File: config.mk
export PLATFORM = sky130hd
export DESIGN_NAME = fetch_sequencer
export DESIGN_NICKNAME = d
export VERILOG_FILES = /design/src/rtl/fetch_sequencer.sv
export SDC_FILE = /design/constraint.sdc
export NUM_CORES = 1
export LEC_CHECK = 0
export CAP_MARGIN = 20
export CORE_MARGIN = 3
export CORE_UTILIZATION = 56
export CTS_BUF_LIST = sky130_fd_sc_hd__clkbuf_8
export CTS_CLUSTER_DIAMETER = 100
export CTS_CLUSTER_SIZE = 16
export DETAILED_ROUTE_END_ITERATION = 8
export GPL_TIMING_DRIVEN = 1
export PLACE_DENSITY = 0.83
export SLEW_MARGIN = 20
export SYNTH_ARGS = -nofsm -noshare
export SYNTH_HDL_FRONTEND = slang
export SYNTH_SLANG_ARGS = --single-unit
File: constraint.sdc
create_clock -name Clock -period 4.05 [get_ports Clock]
set_input_delay 1.0125 -clock Clock [delete_from_list [all_inputs] [get_ports Clock]]
set_output_delay 1.0125 -clock Clock [all_outputs]
set_load 0.005 [all_outputs]
File: src/rtl/fetch_sequencer.sv
// Instruction fetch/sequencing controller: reads a synchronous ROM, prefetches mvi immediates,
// drives DIN/Run into the processor and halts on end-of-program or watchdog. Option: FETCH_WRAP_EN.
module fetch_sequencer #(
  parameter int          ADDR_W     = 5,
  parameter int unsigned START_ADDR = 0,
  parameter int          TIMEOUT    = 15
) (
  input  logic              Clock,
  input  logic              Reset,
  input  logic              Enable,
  output logic [ADDR_W-1:0] MemAddr,
  input  logic [15:0]       MemData,
  output logic [15:0]       DIN,
  output logic              Run,
  input  logic              Done,
  output logic              Halt,
  output logic              Error,
  output logic [15:0]       InstrCount
);

`ifdef FETCH_WRAP_EN
  localparam bit WRAP = 1'b1;
`else
  localparam bit WRAP = 1'b0;
`endif

  localparam logic [2:0]        OP_MVI  = 3'b001;
  localparam logic [7:0]        WD_LAST = 8'(TIMEOUT - 1);
  localparam logic [ADDR_W-1:0] PC_RST  = ADDR_W'(START_ADDR);

  typedef enum logic [2:0] {
    S_IDLE, S_FETCH, S_DECODE, S_FETCH_IMM, S_CAPT_IMM, S_ISSUE, S_EXEC, S_HALTED
  } state_t;

  state_t            state_q;
  logic [ADDR_W-1:0] pc_q;
  logic [15:0]       ir_q, imm_q, din_q, cnt_q;
  logic [7:0]        wdog_q;
  logic              run_q, halt_q, err_q, end_q;

  logic pc_last, mem_mvi, ir_mvi;

  assign pc_last = (pc_q == '1);
  assign mem_mvi = (MemData[15:13] == OP_MVI);
  assign ir_mvi  = (ir_q[15:13] == OP_MVI);

  always_ff @(posedge Clock or posedge Reset) begin
    if (Reset) begin
      state_q <= S_IDLE;
      pc_q    <= PC_RST;
      ir_q    <= '0;
      imm_q   <= '0;
      din_q   <= '0;
      cnt_q   <= '0;
      wdog_q  <= '0;
      run_q   <= 1'b0;
      halt_q  <= 1'b0;
      err_q   <= 1'b0;
      end_q   <= 1'b0;
    end else begin
      case (state_q)
        S_IDLE: if (Enable) state_q <= S_FETCH;
        S_FETCH: state_q <= S_DECODE;
        S_DECODE: begin
          ir_q <= MemData;
          if (mem_mvi) begin
            // Without wrap the immediate would lie past the program end.
            if (!WRAP && pc_last) begin
              err_q   <= 1'b1;
              halt_q  <= 1'b1;
              state_q <= S_HALTED;
            end else begin
              pc_q    <= pc_q + ADDR_W'(1);
              state_q <= S_FETCH_IMM;
            end
          end else begin
            pc_q    <= pc_q + ADDR_W'(1);
            end_q   <= end_q | (!WRAP && pc_last);
            din_q   <= MemData;
            run_q   <= 1'b1;
            state_q <= S_ISSUE;
          end
        end
        S_FETCH_IMM: state_q <= S_CAPT_IMM;
        S_CAPT_IMM: begin
          imm_q   <= MemData;
          pc_q    <= pc_q + ADDR_W'(1);
          end_q   <= end_q | (!WRAP && pc_last);
          din_q   <= ir_q;
          run_q   <= 1'b1;
          state_q <= S_ISSUE;
        end
        S_ISSUE: begin
          wdog_q  <= '0;
          din_q   <= ir_mvi ? imm_q : ir_q;
          state_q <= S_EXEC;
        end
        S_EXEC: begin
          if (Done) begin
            cnt_q <= cnt_q + 16'd1;
            run_q <= 1'b0;
            din_q <= '0;
            if (end_q) begin
              halt_q  <= 1'b1;
              state_q <= S_HALTED;
            end else if (Enable) begin
              state_q <= S_FETCH;
            end else begin
              state_q <= S_IDLE;
            end
          end else if (wdog_q == WD_LAST) begin
            err_q   <= 1'b1;
            halt_q  <= 1'b1;
            run_q   <= 1'b0;
            din_q   <= '0;
            state_q <= S_HALTED;
          end else begin
            wdog_q <= wdog_q + 8'd1;
          end
        end
        S_HALTED: state_q <= S_HALTED;
        default: state_q <= S_IDLE;
      endcase
    end
  end

  assign MemAddr    = pc_q;
  assign DIN        = din_q;
  assign Run        = run_q;
  assign Halt       = halt_q;
  assign Error      = err_q;
  assign InstrCount = cnt_q;

endmodule

After elaboration in Yosys (flattened, before gate mapping)
Cells that the tools add are included.
{"block": "totals", "ff_bits": 84, "output_inout_bits": 40, "input_bits": 20, "memories": 0, "word_cells": 84, "mem_bits_ro": 0, "latchBits": 0, "ram_bits": 0}
{"block": "op_classes", "shift": 0, "div": 0, "multipliers": 0, "n_lt_le_gt_ge": 0, "n_reduce_logical": 15, "n_eq_ne": 21, "add_sub_neg": 3, "n_mux": 33, "bitwise": 1}
{"cell": "$mux 16", "count": 4}
{"cell": "$pmux 16 s4", "count": 1}
{"cell": "$pmux 3 s8", "count": 1}
{"cell": "$mux 3", "count": 6}
{"cell": "$add 16x1->16 const B", "count": 1}
{"cell": "$mux 8", "count": 2}
{"cell": "$pmux 8 s2", "count": 1}
{"cell": "$ne 2x2->1 const B", "count": 7}
{"cell": "$eq 3x3->1 const B", "count": 4}
{"cell": "$mux 1", "count": 11}
{"cell": "$mux 5", "count": 2}
{"cell": "$pmux 5 s2", "count": 1}
{"cell": "$reduce_and 5->1", "count": 2}
{"cell": "$eq 3x1->1 const B", "count": 3}
{"cell": "$ne 3x3->1 const B", "count": 3}
{"cell": "$reduce_and 3->1", "count": 3}
{"cell": "$add 8x1->8 const B", "count": 1}
{"cell": "$eq 8x4->1 const B", "count": 1}
{"cell": "$reduce_and 2->1", "count": 4}
{"cell": "$eq 3x2->1 const B", "count": 2}
{"cell": "$pmux 1 s2", "count": 3}
{"cell": "$reduce_bool 2->1", "count": 3}
{"cell": "$add 5x1->5 const B", "count": 1}
{"cell": "$eq 5x5->1 const B", "count": 1}
{"cell": "5 further kinds", "count": 5}

Logic depth before layout (Yosys ltp)
{"block": "logic_depth", "depth_word": 4, "mapped_depth": 8, "ltp_nobuf": 7}

Worst setup path before layout
Ideal clock, no wire load.
{"block": "synth_timing", "kind": "in2reg", "from": "input port MemData[13]", "to": "register din_q[6] (netlist: DIN[6])", "setup_slack_ns": 1.835, "cell_stages": 6, "required_time_ns": 3.924, "setup_time_ns": 0.126, "arrival_time_ns": 2.089, "path_buffers": 2, "cell_sequence": "nor3b_2 > nand2b_1 > buf_2 > buf_2 > o21a_1 > o32a_1"}
{"block": "synth_via", "elab_chain_cells": 3}
{"item": "start: declaration", "line_no": "12", "rtl": "input logic [15:0] MemData,"}
{"item": "$eq 3x1->1", "line_no": "44", "rtl": "assign mem_mvi = (MemData[15:13] == OP_MVI);"}
{"item": "$ne 2x2->1 (no source line)"}
{"item": "$reduce_and 3->1 (no source line)"}
{"item": "end signal: assignment", "line_no": "79", "rtl": "din_q <= MemData;"}
{"item": "end signal: assignment", "line_no": "89", "rtl": "din_q <= ir_q;"}
{"item": "end signal: assignment", "line_no": "95", "rtl": "din_q <= ir_mvi ? imm_q : ir_q;"}
{"item": "end: declaration", "line_no": "37", "rtl": "logic [15:0] ir_q, imm_q, din_q, cnt_q;"}
Every way passes these cells.
A chain may end at the register's enable or synchronous reset.

Worst setup path after layout
{"block": "layout_timing", "from": "input port MemData[13]", "to": "register din_q[13] (netlist: DIN[13])"}
{"block": "layout_via", "elab_chain_cells": 3, "word_cells_on_any_way": 5, "classes_between": "2 x eq/ne; 2 x mux; 1 x reduce/logical"}
{"item": "$eq 3x1->1", "line_no": "44"}
{"item": "$ne 2x2->1 (no source line)"}
{"item": "$reduce_and 3->1 (no source line)"}
Several ways; a longest one is shown, not always the timed one. The select of a mux whose other input is x is not followed.

==> impl_metrics.json <==
{
  "cp.arrival_ns": 3.01,
  "vias_per_cell": 5.80,
  "rows": 29,
  "async_flop_share": 1.00,
  "vdd_drop_max_mv": 0.432,
  "drtIter0Drc": 177,
  "synth-xor-area-share": 0.0467,
  "synth_adder_area_share": 0.0191,
  "dieArea_um2": 8080,
  "worst_slack_ns": 1.28,
  "finalSetupViolations": 0,
  "relSlewSlack": 0.408,
  "slew_viol_final": 0,
  "synth_mux_area_frac": 0.111,
  "critPathBufInv": 1,
  "synth_fp_nets": 369,
  "worst_slew_pin_slew_ns": 0.884,
  "clock-root-buffer": "clkbuf_8",
  "gr-total-overflow": 0,
  "skew_ns": 0.0114,
  "path_delay_family": "simple AND/OR/NAND/NOR gates",
  "htree_levels": 3,
  "synth-edff-count": 0,
  "crit_fanout": 16,
  "holdBufCountCts": 0,
  "end_kind": "flop",
  "nFillCells": 464,
  "syn_to_final_growth_pct": 21.9,
  "slowest_stage": "a21oi_4",
  "synth_top_area_frac": 0.534,
  "postCtsSetupBuffers": 0,
  "min-delay-start": "end_q$_DFFE_PP0P_",
  "final_util": 0.731,
  "n_antenna_cell": 0,
  "routedWlPerCell_um": 17.3,
  "status": "completed",
  "grt_start_max_net_pins": 46,
  "synth_top_family_by_area": "simple AND/OR/NAND/NOR gates",
  "vias": 2888,
  "postRouteAntennaNets": 0,
  "clock_path_buffers": 2,
  "pre_cts_slack_ns": 0.909,
  "cts_tree": "built",
  "numCtsBuffers": 9,
  "synthSimpleGateAreaFrac": 0.133,
  "clk_latency_ns": 0.35,
  "rsz0062_at_grt": "false",
  "synth-compound-area-share": 0.126,
  "startpoint": "MemData[13]",
  "synth_top_area_cell": "dfrtp_1",
  "grt_antenna_before_repair": 0,
  "final_cell_area_um2": 4800,
  "crit_type": "in -> reg",
  "r2r_start": "state_q[0]$_DFFE_PP0P_",
  "post_dp_cell_area_um2": 4610,
  "grt_pass1_wl_mm": 14.9,
  "wirelength_mm": 8.62,
  "clk_pin_slew_ns": 0.08,
  "worstPathRequired_ns": 4.29,
  "cts_sinks": 84,
  "place_congestion": 0.800,
  "die_width_um": 89.9,
  "min_period_ns": 2.77,
  "start_util": 0.600,
  "cts-resized-gates": 0,
  "leakagePower_uw": 0.00205,
  "dr.pass1.iters": 4,
  "tns_ns": 0,
  "dpl.hpwl_mm": 5.85,
  "synth_area_um2": 3940,
  "synth_ff_type": "dfrtp_1",
  "coreArea_um2": 6570,
  "start_kind": "input port",
  "synth_area_per_cell_um2": 11.5,
  "hold_path.class": "reg -> reg",
  "ys_ff_latch": 84,
  "grtUsageTotal": 0.225,
  "yosys_warnings": 0,
  "finish.net_count": 426,
  "drc": 0,
  "synth_cells": 343,
  "grt_pass1_vias": 3019,
  "finalHoldViolations": 0,
  "synth_common_cells": "84 x dfrtp_1, 41 x nand2_1, 36 x mux2_2",
  "yosysSeqAreaShare": 0.534,
  "slowest_delay_ns": 0.54,
  "rrSetupSlack_ns": 1.69,
  "synth_area_leaders": "dfrtp_1 53%, mux2_2 10%, nand2_1 3.9%",
  "synth.most_common_cell": "dfrtp_1",
  "power_density_nw_per_um2": 733,
  "io_pins": 60,
  "fmax_mhz": 361,
  "drive_gt1_frac": 0.165,
  "port_buffers": 59,
  "finalCritPeriodShare": 0.684,
  "synth_cell_types": 44,
  "fp.dieH_um": 89.9,
  "cp_cell_sequence": "clkdlybuf4s50_1 > nor3b_2 > nand2b_1 > a21oi_4 > mux2_2",
  "maxCapViolations": 0
}
==> stage by stage <==
stage | instances | hold slack [ns] | total power [uW]
after floorplan | 343 | 0.419 | 2410
after global placement | 482 | 0.452 | 2860
after detailed placement | 482 | 0.441 | 2940
after CTS | 498 | 0.464 | 3540
after global routing | 498 | 0.494 | 3760
final | 498 | 0.466 | 3520
==> cells in the final DEF (no fill, tap or decap), drive strengths merged, types with 2 or more instances in the layout <==
cell type,count
ha,6
dfrtp,84
nand3,11
mux2i,3
nand2,41
and4,2
clkdlybuf4s50,59
o211ai,2
buf,6
nand4,10
o21a,14
clkinvlp,3
and4bb,2
nor2,6
nand2b,5
nand4b,3
or3,2
nand4bb,2
inv,10
o32a,13
mux2,36
xnor2,15
nor3b,3
xor2,6
o21ai,9
a21oi,19
o22ai,3
a21o,3
clkbuf,9
and3,5
nor2b,2
==> path summary, 6_finish.rpt <==
check | endpoint | cells after the start
hold reg to reg | end_q$_DFFE_PP0P_ | 1
setup reg to reg | DIN[13]$_DFFE_PP0P_ | 4
max in group asynchronous | imm_q[12]$_DFFE_PP0N_ | 3
min in group asynchronous | InstrCount[12]$_DFFE_PP0N_ | 2
setup / recovery | DIN[13]$_DFFE_PP0P_ | 5
hold / removal | end_q$_DFFE_PP0P_ | 1
==> registers in the layout, summed over array words and instances, names as in the netlist <==
name / cells
Error: 1
InstrCount: 16
DIN: 16
Run: 1
Halt: 1
imm_q: 16
end_q: 1
state_q: 3
MemAddr: 5
wdog_q: 8
ir_q: 16
==> routing by layer <==
metal / vias up / track usage / part of all wire
met1: 1467 / 0.305 / 0.46
met5: - / 0 / 0
li1: 1347 / - / -
met4: 0 / 0.0663 / 0.010
met3: 9 / 0.0476 / 0.040
met2: 65 / 0.367 / 0.49
==> layout make-up <==
class / count / area [um2] / share of cell area
Clock buffer: 9 / 124 / 0.0258
Clock inverter: 7 / 68.8 / 0.0143
Inverter: 8 / 31.3 / 0.00652
Multi-Input combinational cell: 232 / 1720 / 0.359
Sequential cell: 84 / 2100 / 0.438
Tap cell: 93 / 116 / 0.0242
Timing Repair Buffer: 65 / 636 / 0.132
==> power breakdown <==
group,internal [uW],switching [uW]
combinational,829,639
sequential,1170,291
clock,283,304
total,2280,1230
==> cell families (layout without fill, tap and decap cells) <==
family | count (synthesis) | in the layout
buffers and inverters | 27 | 89
flip-flops | 84 | 84
adder cells (fa/ha/maj) | 6 | 6
multiplexers | 39 | 39
XOR/XNOR | 21 | 21
AND/OR/NAND/NOR | 97 | 97
AO/OA/AOI/OAI | 69 | 69
Note: power is estimated with default switching activity, not from simulation.
